<file path="src/rtl/apb4_cmd_master_pkg.sv">
// -----------------------------------------------------------------------------
// apb4_cmd_master_pkg
// Shared types and default widths for the APB4 command master.
//   state_t : requester FSM states (IDLE, SETUP, ACCESS, RESP)
//   cmd_t   : one command as presented on the command stream (default widths)
//   rsp_t   : one response as returned on the response stream (default widths)
//   cnt_width() : counter width needed to count 0 .. limit-1
// Optional feature macro used by the design: APB4_CMD_MASTER_TIMEOUT_EN.
// -----------------------------------------------------------------------------
package apb4_cmd_master_pkg;

  localparam int unsigned ADDR_W_DEF      = 12;
  localparam int unsigned DATA_W_DEF      = 32;
  localparam int unsigned STRB_W_DEF      = DATA_W_DEF / 8;
  localparam int unsigned PROT_W          = 3;
  localparam int unsigned TIMEOUT_CYC_DEF = 256;

  typedef enum logic [1:0] {
    IDLE   = 2'd0,
    SETUP  = 2'd1,
    ACCESS = 2'd2,
    RESP   = 2'd3
  } state_t;

  typedef struct packed {
    logic                  write;
    logic [ADDR_W_DEF-1:0] addr;
    logic [DATA_W_DEF-1:0] wdata;
    logic [STRB_W_DEF-1:0] wstrb;
    logic [PROT_W-1:0]     prot;
  } cmd_t;

  typedef struct packed {
    logic [DATA_W_DEF-1:0] rdata;
    logic                  err;
    logic                  timeout;
  } rsp_t;

  // Width of a counter that must reach limit-1 (never narrower than 1 bit).
  function automatic int unsigned cnt_width(input int unsigned limit);
    if (limit <= 32'd2) begin
      return 32'd1;
    end else begin
      return $clog2(limit);
    end
  endfunction

endpackage

</file>
<file path="src/rtl/apb4_timeout_cnt.sv">
// -----------------------------------------------------------------------------
// apb4_timeout_cnt
// Wait-state counter for the ACCESS phase. Cleared by i_clear, counts up on
// i_enable, saturates at LIMIT-1 and flags o_expire while sitting there.
//   clk, rst_b : clock, asynchronous active-low reset
//   i_clear    : restart the count at 0 (takes priority over i_enable)
//   i_enable   : count this cycle
//   o_expire   : count has reached LIMIT-1
// Instantiated only when APB4_CMD_MASTER_TIMEOUT_EN is defined.
// -----------------------------------------------------------------------------
module apb4_timeout_cnt
  import apb4_cmd_master_pkg::*;
#(
  parameter int unsigned LIMIT = TIMEOUT_CYC_DEF
) (
  input  logic clk,
  input  logic rst_b,
  input  logic i_clear,
  input  logic i_enable,
  output logic o_expire
);

  localparam int unsigned CNT_W = cnt_width(LIMIT);
  localparam logic [CNT_W-1:0] CNT_LAST = CNT_W'(LIMIT - 32'd1);

  logic [CNT_W-1:0] r_cnt;

  assign o_expire = (r_cnt == CNT_LAST);

  // Wait-state count; saturates so a long stall cannot wrap past the limit.
  always_ff @(posedge clk or negedge rst_b) begin
    if (!rst_b) begin
      r_cnt <= {CNT_W{1'b0}};
    end else if (i_clear) begin
      r_cnt <= {CNT_W{1'b0}};
    end else if (i_enable && !o_expire) begin
      r_cnt <= r_cnt + CNT_W'(1);
    end else begin
      r_cnt <= r_cnt;
    end
  end

endmodule

</file>
<file path="src/rtl/apb4_cmd_master.sv">
// -----------------------------------------------------------------------------
// apb4_cmd_master
// Single-outstanding APB4 requester: turns a valid/ready command stream into
// APB4 SETUP/ACCESS transfers and returns read data / error status on a
// valid/ready response stream.
//   clk, rst_b          : clock, asynchronous active-low reset
//   i_cmd_*/o_cmd_ready : command stream (write, addr, wdata, wstrb, prot)
//   o_rsp_*/i_rsp_ready : response stream (rdata, err, timeout)
//   o_p*/i_p*           : APB4 requester bus
// Optional feature: define APB4_CMD_MASTER_TIMEOUT_EN to terminate an ACCESS
// phase after TIMEOUT_CYC cycles without PREADY (rsp_err=rsp_timeout=1).
// Every output except o_cmd_ready is a flop.
// -----------------------------------------------------------------------------
module apb4_cmd_master
  import apb4_cmd_master_pkg::*;
#(
  parameter int unsigned ADDR_W      = ADDR_W_DEF,
  parameter int unsigned DATA_W      = DATA_W_DEF,
  parameter int unsigned TIMEOUT_CYC = TIMEOUT_CYC_DEF
) (
  input  logic                clk,
  input  logic                rst_b,
  input  logic                i_cmd_valid,
  output logic                o_cmd_ready,
  input  logic                i_cmd_write,
  input  logic [ADDR_W-1:0]   i_cmd_addr,
  input  logic [DATA_W-1:0]   i_cmd_wdata,
  input  logic [DATA_W/8-1:0] i_cmd_wstrb,
  input  logic [PROT_W-1:0]   i_cmd_prot,
  output logic                o_rsp_valid,
  input  logic                i_rsp_ready,
  output logic [DATA_W-1:0]   o_rsp_rdata,
  output logic                o_rsp_err,
  output logic                o_rsp_timeout,
  output logic [ADDR_W-1:0]   o_paddr,
  output logic                o_psel,
  output logic                o_penable,
  output logic                o_pwrite,
  output logic [DATA_W-1:0]   o_pwdata,
  output logic [DATA_W/8-1:0] o_pstrb,
  output logic [PROT_W-1:0]   o_pprot,
  input  logic [DATA_W-1:0]   i_prdata,
  input  logic                i_pready,
  input  logic                i_pslverr
);

  localparam int unsigned STRB_W = DATA_W / 8;

  state_t              r_state;
  state_t              w_next_state;
  logic                r_run;
  logic                w_accept;
  logic                w_expire;

  logic [ADDR_W-1:0]   r_paddr;
  logic                r_pwrite;
  logic [DATA_W-1:0]   r_pwdata;
  logic [STRB_W-1:0]   r_pstrb;
  logic [PROT_W-1:0]   r_pprot;

  logic                r_psel;
  logic                r_penable;
  logic                r_rsp_valid;
  logic [DATA_W-1:0]   r_rsp_rdata;
  logic                r_rsp_err;

  logic                w_psel_d;
  logic                w_penable_d;
  logic                w_rsp_valid_d;
  logic                w_rsp_load;
  logic [DATA_W-1:0]   w_rsp_rdata_d;
  logic                w_rsp_err_d;

  // r_run holds cmd_ready low while reset is asserted even though the state
  // register already reads IDLE; it rises on the first edge after release.
  assign o_cmd_ready = r_run && (r_state == IDLE);
  assign w_accept    = o_cmd_ready && i_cmd_valid;

  assign o_paddr     = r_paddr;
  assign o_pwrite    = r_pwrite;
  assign o_pwdata    = r_pwdata;
  assign o_pstrb     = r_pstrb;
  assign o_pprot     = r_pprot;
  assign o_psel      = r_psel;
  assign o_penable   = r_penable;
  assign o_rsp_valid = r_rsp_valid;
  assign o_rsp_rdata = r_rsp_rdata;
  assign o_rsp_err   = r_rsp_err;

`ifdef APB4_CMD_MASTER_TIMEOUT_EN
  logic w_cnt_clear;
  logic w_cnt_enable;
  logic r_rsp_timeout;

  // SETUP always precedes ACCESS, so clearing there means the count is 0 on
  // the first ACCESS cycle.
  assign w_cnt_clear  = (r_state == SETUP);
  assign w_cnt_enable = (r_state == ACCESS) && !i_pready;

  apb4_timeout_cnt #(
    .LIMIT    (TIMEOUT_CYC)
  ) u_timeout_cnt (
    .clk      (clk),
    .rst_b    (rst_b),
    .i_clear  (w_cnt_clear),
    .i_enable (w_cnt_enable),
    .o_expire (w_expire)
  );

  // Timeout flag of the response; a completion with PREADY high is never a timeout.
  always_ff @(posedge clk or negedge rst_b) begin
    if (!rst_b) begin
      r_rsp_timeout <= 1'b0;
    end else if (w_rsp_load) begin
      r_rsp_timeout <= !i_pready;
    end else begin
      r_rsp_timeout <= r_rsp_timeout;
    end
  end

  assign o_rsp_timeout = r_rsp_timeout;
`else
  // No timeout in this build: the tie-off evaluates to 0 for every legal
  // TIMEOUT_CYC (2..65535) and keeps the parameter referenced.
  localparam logic TIMEOUT_TIE = (TIMEOUT_CYC < 32'd2);

  assign w_expire      = 1'b0;
  assign o_rsp_timeout = TIMEOUT_TIE;
`endif

  // Run flag: 0 in reset, 1 from the first clock edge after release.
  always_ff @(posedge clk or negedge rst_b) begin
    if (!rst_b) begin
      r_run <= 1'b0;
    end else begin
      r_run <= 1'b1;
    end
  end

  // FSM state register.
  always_ff @(posedge clk or negedge rst_b) begin
    if (!rst_b) begin
      r_state <= IDLE;
    end else begin
      r_state <= w_next_state;
    end
  end

  // FSM next-state decode; PREADY is checked before expiry so it wins on the
  // terminal cycle.
  always_comb begin
    w_next_state = r_state;
    case (r_state)
      IDLE: begin
        if (w_accept) begin
          w_next_state = SETUP;
        end else begin
          w_next_state = IDLE;
        end
      end
      SETUP: begin
        w_next_state = ACCESS;
      end
      ACCESS: begin
        if (i_pready) begin
          w_next_state = RESP;
        end else if (w_expire) begin
          w_next_state = RESP;
        end else begin
          w_next_state = ACCESS;
        end
      end
      RESP: begin
        if (i_rsp_ready) begin
          w_next_state = IDLE;
        end else begin
          w_next_state = RESP;
        end
      end
      default: begin
        w_next_state = IDLE;
      end
    endcase
  end

  // FSM output decode: flop inputs derived from the next state so that the
  // registered outputs line up with the state they belong to.
  always_comb begin
    w_psel_d      = (w_next_state == SETUP) || (w_next_state == ACCESS);
    w_penable_d   = (w_next_state == ACCESS);
    w_rsp_valid_d = (w_next_state == RESP);
    w_rsp_load    = (r_state == ACCESS) && (w_next_state == RESP);
    if (i_pready && !r_pwrite) begin
      w_rsp_rdata_d = i_prdata;
    end else begin
      w_rsp_rdata_d = {DATA_W{1'b0}};
    end
    // Without PREADY the only way out of ACCESS is a timeout, which is an error.
    if (i_pready) begin
      w_rsp_err_d = i_pslverr;
    end else begin
      w_rsp_err_d = 1'b1;
    end
  end

  // Command latch; doubles as the APB address/data drivers, which therefore
  // hold their last values between transfers. Reads carry zero data/strobes.
  always_ff @(posedge clk or negedge rst_b) begin
    if (!rst_b) begin
      r_paddr  <= {ADDR_W{1'b0}};
      r_pwrite <= 1'b0;
      r_pwdata <= {DATA_W{1'b0}};
      r_pstrb  <= {STRB_W{1'b0}};
      r_pprot  <= {PROT_W{1'b0}};
    end else if (w_accept) begin
      r_paddr  <= i_cmd_addr;
      r_pwrite <= i_cmd_write;
      r_pwdata <= i_cmd_write ? i_cmd_wdata : {DATA_W{1'b0}};
      r_pstrb  <= i_cmd_write ? i_cmd_wstrb : {STRB_W{1'b0}};
      r_pprot  <= i_cmd_prot;
    end else begin
      r_paddr  <= r_paddr;
      r_pwrite <= r_pwrite;
      r_pwdata <= r_pwdata;
      r_pstrb  <= r_pstrb;
      r_pprot  <= r_pprot;
    end
  end

  // APB control and response registers.
  always_ff @(posedge clk or negedge rst_b) begin
    if (!rst_b) begin
      r_psel      <= 1'b0;
      r_penable   <= 1'b0;
      r_rsp_valid <= 1'b0;
      r_rsp_rdata <= {DATA_W{1'b0}};
      r_rsp_err   <= 1'b0;
    end else begin
      r_psel      <= w_psel_d;
      r_penable   <= w_penable_d;
      r_rsp_valid <= w_rsp_valid_d;
      if (w_rsp_load) begin
        r_rsp_rdata <= w_rsp_rdata_d;
        r_rsp_err   <= w_rsp_err_d;
      end else begin
        r_rsp_rdata <= r_rsp_rdata;
        r_rsp_err   <= r_rsp_err;
      end
    end
  end

endmodule

</file>
<file path="config.mk">
export PLATFORM = sky130hd
export DESIGN_NAME = apb4_cmd_master
export DESIGN_NICKNAME = d
export VERILOG_FILES = /design/src/rtl/apb4_cmd_master_pkg.sv /design/src/rtl/apb4_timeout_cnt.sv /design/src/rtl/apb4_cmd_master.sv
export SDC_FILE = /design/constraint.sdc
export NUM_CORES = 1
export LEC_CHECK = 0
export BUFFER_PORTS_ARGS = -buffer_cell sky130_fd_sc_hd__buf_2
export CORE_MARGIN = 2
export CORE_UTILIZATION = 51
export CTS_BUF_LIST = sky130_fd_sc_hd__clkbuf_16
export CTS_CLUSTER_SIZE = 12
export DETAILED_ROUTE_END_ITERATION = 6
export PLACE_DENSITY = 0.95
export SYNTH_ARGS = -nofsm -noshare
export SYNTH_HDL_FRONTEND = slang
export SYNTH_HIERARCHICAL = 1
export SYNTH_SLANG_ARGS = --single-unit
</file>
<file path="constraint.sdc">
create_clock -name clk -period 5.42 [get_ports clk]
set_clock_uncertainty 0.2 [all_clocks]
set_input_delay 0.542 -clock clk [delete_from_list [all_inputs] [get_ports clk]]
set_output_delay 0.542 -clock clk [all_outputs]
set_load 0.01 [all_outputs]
</file>
# After elaboration in Yosys (flattened, before gate mapping)
# Index checks and enable logic that the tools add are counted.
[word_totals]
output_inout_bits = 90
elab_cells = 33
in_bits = 90
ff_bits = 91
[classes]
muxes = 8
n_eq_ne = 6
reduce_logical = 7
[ops]
columns = ["operator", "count"]
rows = [
  ["32-bit two-way mux", 2],
  ["2-bit == test, second input constant", 4],
  ["2-bit one-hot mux with 4 select lines", 1],
  ["2-bit by 1-bit == test with 1-bit output, second input constant", 2],
  ["1-bit logical AND", 4],
  ["4-bit two-way mux", 1],
  ["1-bit two-way mux", 3],
  ["2-bit zero test", 1],
  ["2-bit two-way mux", 1],
  ["1-bit zero test", 1],
  ["1-bit logical OR", 1],
]

# Longest topological paths before layout
[depth]
ltp_word = 7
depth_mapped = 9
mapped_depth_nobuf = 5

# Worst setup path before layout
# Ideal clock, no wire load.
[synth_path]
kind = "input port to flip-flop"
start = "input i_cmd_valid"
end = "register r_rsp_rdata[10] (netlist: o_rsp_rdata[10])"
required_ns = 5.095
arrival_ns = 2.134
setup_time_ns = 0.125
path_stages = 9
slack_ns = 2.961
path_buffers = 4
cell_sequence = "nor4bb_1 > buf_4 > buf_6 > a31o_2 > ha_1 > and3b_1 > buf_2 > buf_6 > mux2_2"
[synth_via]
elab_chain_len = 5
[synth_lines]
columns = ["element", "line_no", "source"]
rows = [
  ["from (decl)", "apb4_cmd_master.sv:23", "input logic i_cmd_valid,"],
  ["1-bit logical AND", "apb4_cmd_master.sv:77", "assign w_accept = o_cmd_ready && i_cmd_valid;"],
  ["1-bit two-way mux", "apb4_cmd_master.sv:155", "if (w_accept) begin"],
  ["2-bit one-hot mux with 4 select lines", "apb4_cmd_master.sv:153", "case (r_state)"],
  ["net w_next_state[0]", "apb4_cmd_master.sv:50", "state_t w_next_state;"],
  ["2-bit == test", "--", ""],
  ["net w_rsp_valid_d", "apb4_cmd_master.sv:69", "logic w_rsp_valid_d;"],
  ["1-bit logical AND", "apb4_cmd_master.sv:192", "w_rsp_load = (r_state == ACCESS) && (w_next_state == RESP);"],
  ["to (signal assigned)", "apb4_cmd_master.sv:236", "r_rsp_rdata <= {DATA_W{1'b0}};"],
  ["to (signal assigned)", "apb4_cmd_master.sv:243", "r_rsp_rdata <= w_rsp_rdata_d;"],
  ["to (signal assigned)", "apb4_cmd_master.sv:246", "r_rsp_rdata <= r_rsp_rdata;"],
  ["to (decl)", "apb4_cmd_master.sv:64", "logic [DATA_W-1:0] r_rsp_rdata;"],
]
# The timed path passes the listed nets, and every way through them passes these cells.
# A chain may end at the register's enable or synchronous reset.

# Final worst setup path
[layout_path]
start = "input i_pready"
end = "register r_rsp_rdata[2] (netlist: o_rsp_rdata[2])"
[layout_via]
elab_chain_len = 4
elab_cells_between_ends = 6
classes_between = "eq/ne: 1; mux: 3; reduce/logical: 2"
[layout_lines]
columns = ["element", "line_no", "source"]
rows = [
  ["from (decl)", "apb4_cmd_master.sv:43", "input logic i_pready,"],
  ["1-bit two-way mux", "apb4_cmd_master.sv:165", "if (i_pready) begin"],
  ["2-bit one-hot mux with 4 select lines", "apb4_cmd_master.sv:153", ""],
  ["net w_next_state[0]", "apb4_cmd_master.sv:50", ""],
  ["2-bit == test", "--", ""],
  ["net w_rsp_valid_d", "apb4_cmd_master.sv:69", ""],
  ["1-bit logical AND", "apb4_cmd_master.sv:192", ""],
]
# The timed path passes the listed nets, and every way through them passes these cells.

==> results.yml <==
outcome:
  status: "finished, final reports clean"
synth:
  synth.most_common_cell: "dfrtp_1"
  ys_seq_area_share_pct: 57.02
  yosys-mux-area-fraction_pct: 22.84
  ys_top_cells_by_count: "91 x dfrtp_1, 37 x nand2_1, 36 x inv_1, 36 x mux2i_1, 33 x and3b_1"
  syn_area_per_cell_um2: 12.68
  synth_compound_area_share_pct: 0.5639
  ys_warn_count: 6
  synth_top_family_by_area: "multiplexers"
  synthTopCellsByArea: "dfrtp_1 57%, mux2i_1 9.0%, mux2_2 8.5%"
  syn_inst: 315
  ys.flop_type: "dfrtp_1"
  synthesis.nets: 407
  ys_seq_elements: 91
  synthAdderAreaFrac_pct: 0.6266
  async_flop_share_pct: 100.0
  synth_cell_types: 22
  synth_top_area_cell: "dfrtp_1"
  synth_top_area_share_pct: 57.02
  yosys.area_share.xor_xnor_pct: 0
  synth_enable_flop_cells: 0
  yosys.area_share.simple_pct: 11.59
  syn_area_um2: 3994
drt:
  vias_per_cell: 4.861
  first_pass_iters: 4
  drtIter0Drc: 101
  antenna_left: 0
  wl_um: 8563
  wl_per_cell_um: 14.49
  drc: 0
  vias: 2873
worst_setup_path:
  crit_chain: "buf_2 -> or2_2 -> a31o_2 -> ha_1 -> and3b_1 -> buf_4 -> mux2_1"
  endpoint: "o_rsp_rdata[2]"
  critPathLaunch: "i_pready"
  cp.required_ns: 5.42
  r2r_slack_ns: 3.06
  crit_path_top_delay_cell: "mux2_1"
  r2r_start: "r_state[0]"
  arrival_ns: 2.40
  rr_worst_depth: 6
  crit_path_max_fanout: 34
  worstSetupEndpointType: "register"
  startpoint_type: "primary input"
  cpPeakStageDelay_ns: 0.37
  r2r-end: "o_rsp_rdata[21]"
  crit_type: "in2reg"
timing:
  post-route-period-util_pct: 44.21
  max_slew_margin_pct: 45.23
  setup_viol: 0
  hold_viol_final: 0
  period_minus_slack_ns: 2.396
  tns_ns: 0
  rsz0062_at_grt: "false"
  fmax_mhz: 417.3
  maxSlewViolCount: 0
  tightest_slew_ns: 0.8215
clocking:
  ctsHtreeMaxLevel: 3
  cts_buffer_depth: 2
  numCtsBuffers: 9
  path_clk_slew_ns: 0.06
  root_buffer: "clkbuf_16"
  insertion_delay_ns: 0.32
  cts_tree: "done"
  cts_setup_buffers: 0
  clock_sinks: 91
power_and_ir_drop:
  irDropWorstVdd_uv: 270.3
  power_mw: 2.739
  powerDensity_nw_per_um2: 528.5
  power.leakage_nw: 2.862
grt:
  grt_first_pass_wirelength_um: 13660
  antenna_found_initial: 0
  grt_pass1_vias: 2816
  grt_remaining_overflow: 0
  grt_usage_pct: 20.24
  grt_start_max_net_pins: 54
die:
  die_h_um: 92.50
  initial_core_util_pct: 52.23
  dieWidth_um: 92.50
  core_area_um2: 7647
  rows: 32
  dieArea_um2: 8555
  io_pins: 180
final_layout:
  nets: 579
  n_antenna_cell: 0
  fillers: 591
  fin_cells: 591
  final_layout_size_suffix_gt1_share_pct: 46.22
  area_growth_pct: 29.76
placement:
  port_buffers: 178
  routabilityCongestion: 0.7303
  dp_cells: 577
  dp_hpwl_um: 6360
flow_run:
  cap_viol_max_count: 0
min_path:
  min_path_type: "in2reg"
through the flow:
step	worst slack, ns	instance area, um^2	utilization, %	hold slack (ns)
after floorplan	2.961	3994	-	0.04641
after global placement	2.758	4901	64.09	0.2612
after detailed placement	2.683	4901	64.09	0.2691
after CTS	3.036	5182	67.77	0.2308
after global routing	2.883	5182	67.77	0.2368
final	3.024	5182	67.77	0.2405
routing by layer:
metal  vias up  routed length, um  share of wire [%]  global-route usage, %
li1       1369                  -                  -                      -
met4         0                151                1.8                  8.333
met5         -                  0                  0                      0
met3        17                634                7.4                  5.370
met2       119               4220                 49                  32.91
met1      1368               3557                 42                  25.84
kinds of logic after synthesis:
family | after synthesis
adder cells (fa/ha/maj) | 2
flip-flops | 91
multiplexers | 85
buffers and inverters | 57
other | 2
AO/OA/AOI/OAI | 3
AND/OR/NAND/NOR | 75
registers in the layout, summed over array words and instances (netlist names):
signal	cells
r_run	1
o_psel	1
o_penable	1
o_rsp_err	1
o_pwdata	32
o_rsp_rdata	32
r_state	2
o_rsp_valid	1
o_pwrite	1
o_pprot	3
o_pstrb	4
o_paddr	12
worst max-delay path, delay by kind of cell:
family	cells	cell delay, ns
buf+inv	2	0.52
simple gates	2	0.52
compound gates	1	0.25
fa+ha+maj	1	0.18
mux	1	0.37
layout make-up:
class	count	area [um^2]	area share (%)
sequential	91	2277	43.94
multi-input combinational	167	1445	27.89
timing repair buffer	182	925.9	17.87
clock buffer	9	225.2	4.346
inverter	36	135.1	2.607
tap	102	127.6	2.463
clock inverter	4	46.29	0.8933
placed cells by master (no fill, tap or decap), types with 2 or more instances in the layout:
cell,Yosys,routed
dfrtp_1,91,91
mux2_1,19,19
mux2i_1,36,36
buf_2,1,177
nand2_1,37,37
buf_4,2,4
clkbuf_16,0,9
inv_1,36,37
ha_1,2,2
mux2_2,30,30
conb_1,2,2
and3b_1,33,33
worst min-delay path by stage:
stage                                from              end  slack, ns  cells after the start
after CTS                  i_cmd_addr[10]      o_paddr[10]       0.23                      2
after global routing        i_cmd_prot[1]       o_pprot[1]       0.24                      2
after detailed placement  o_rsp_rdata[29]  o_rsp_rdata[29]       0.27                      1
after global placement    o_rsp_rdata[20]  o_rsp_rdata[20]       0.26                      1
after floorplan                     rst_b       o_paddr[0]       0.05                      0
final                       i_cmd_prot[1]       o_pprot[1]       0.24                      2
power by group:
group          switching, mW  total (mW)  internal (mW)  leakage (nW)
Combinational          0.488       0.991          0.503          1.59
Sequential             0.189        1.17          0.982          1.14
Clock                  0.230       0.576          0.347         0.134
timing repair:
action,in CTS,in global routing
resized for setup,0,0
endpoints found under the hold margin,5,0
hold buffers,1,0
No activity file was read; power rests on OpenSTA's default activity.
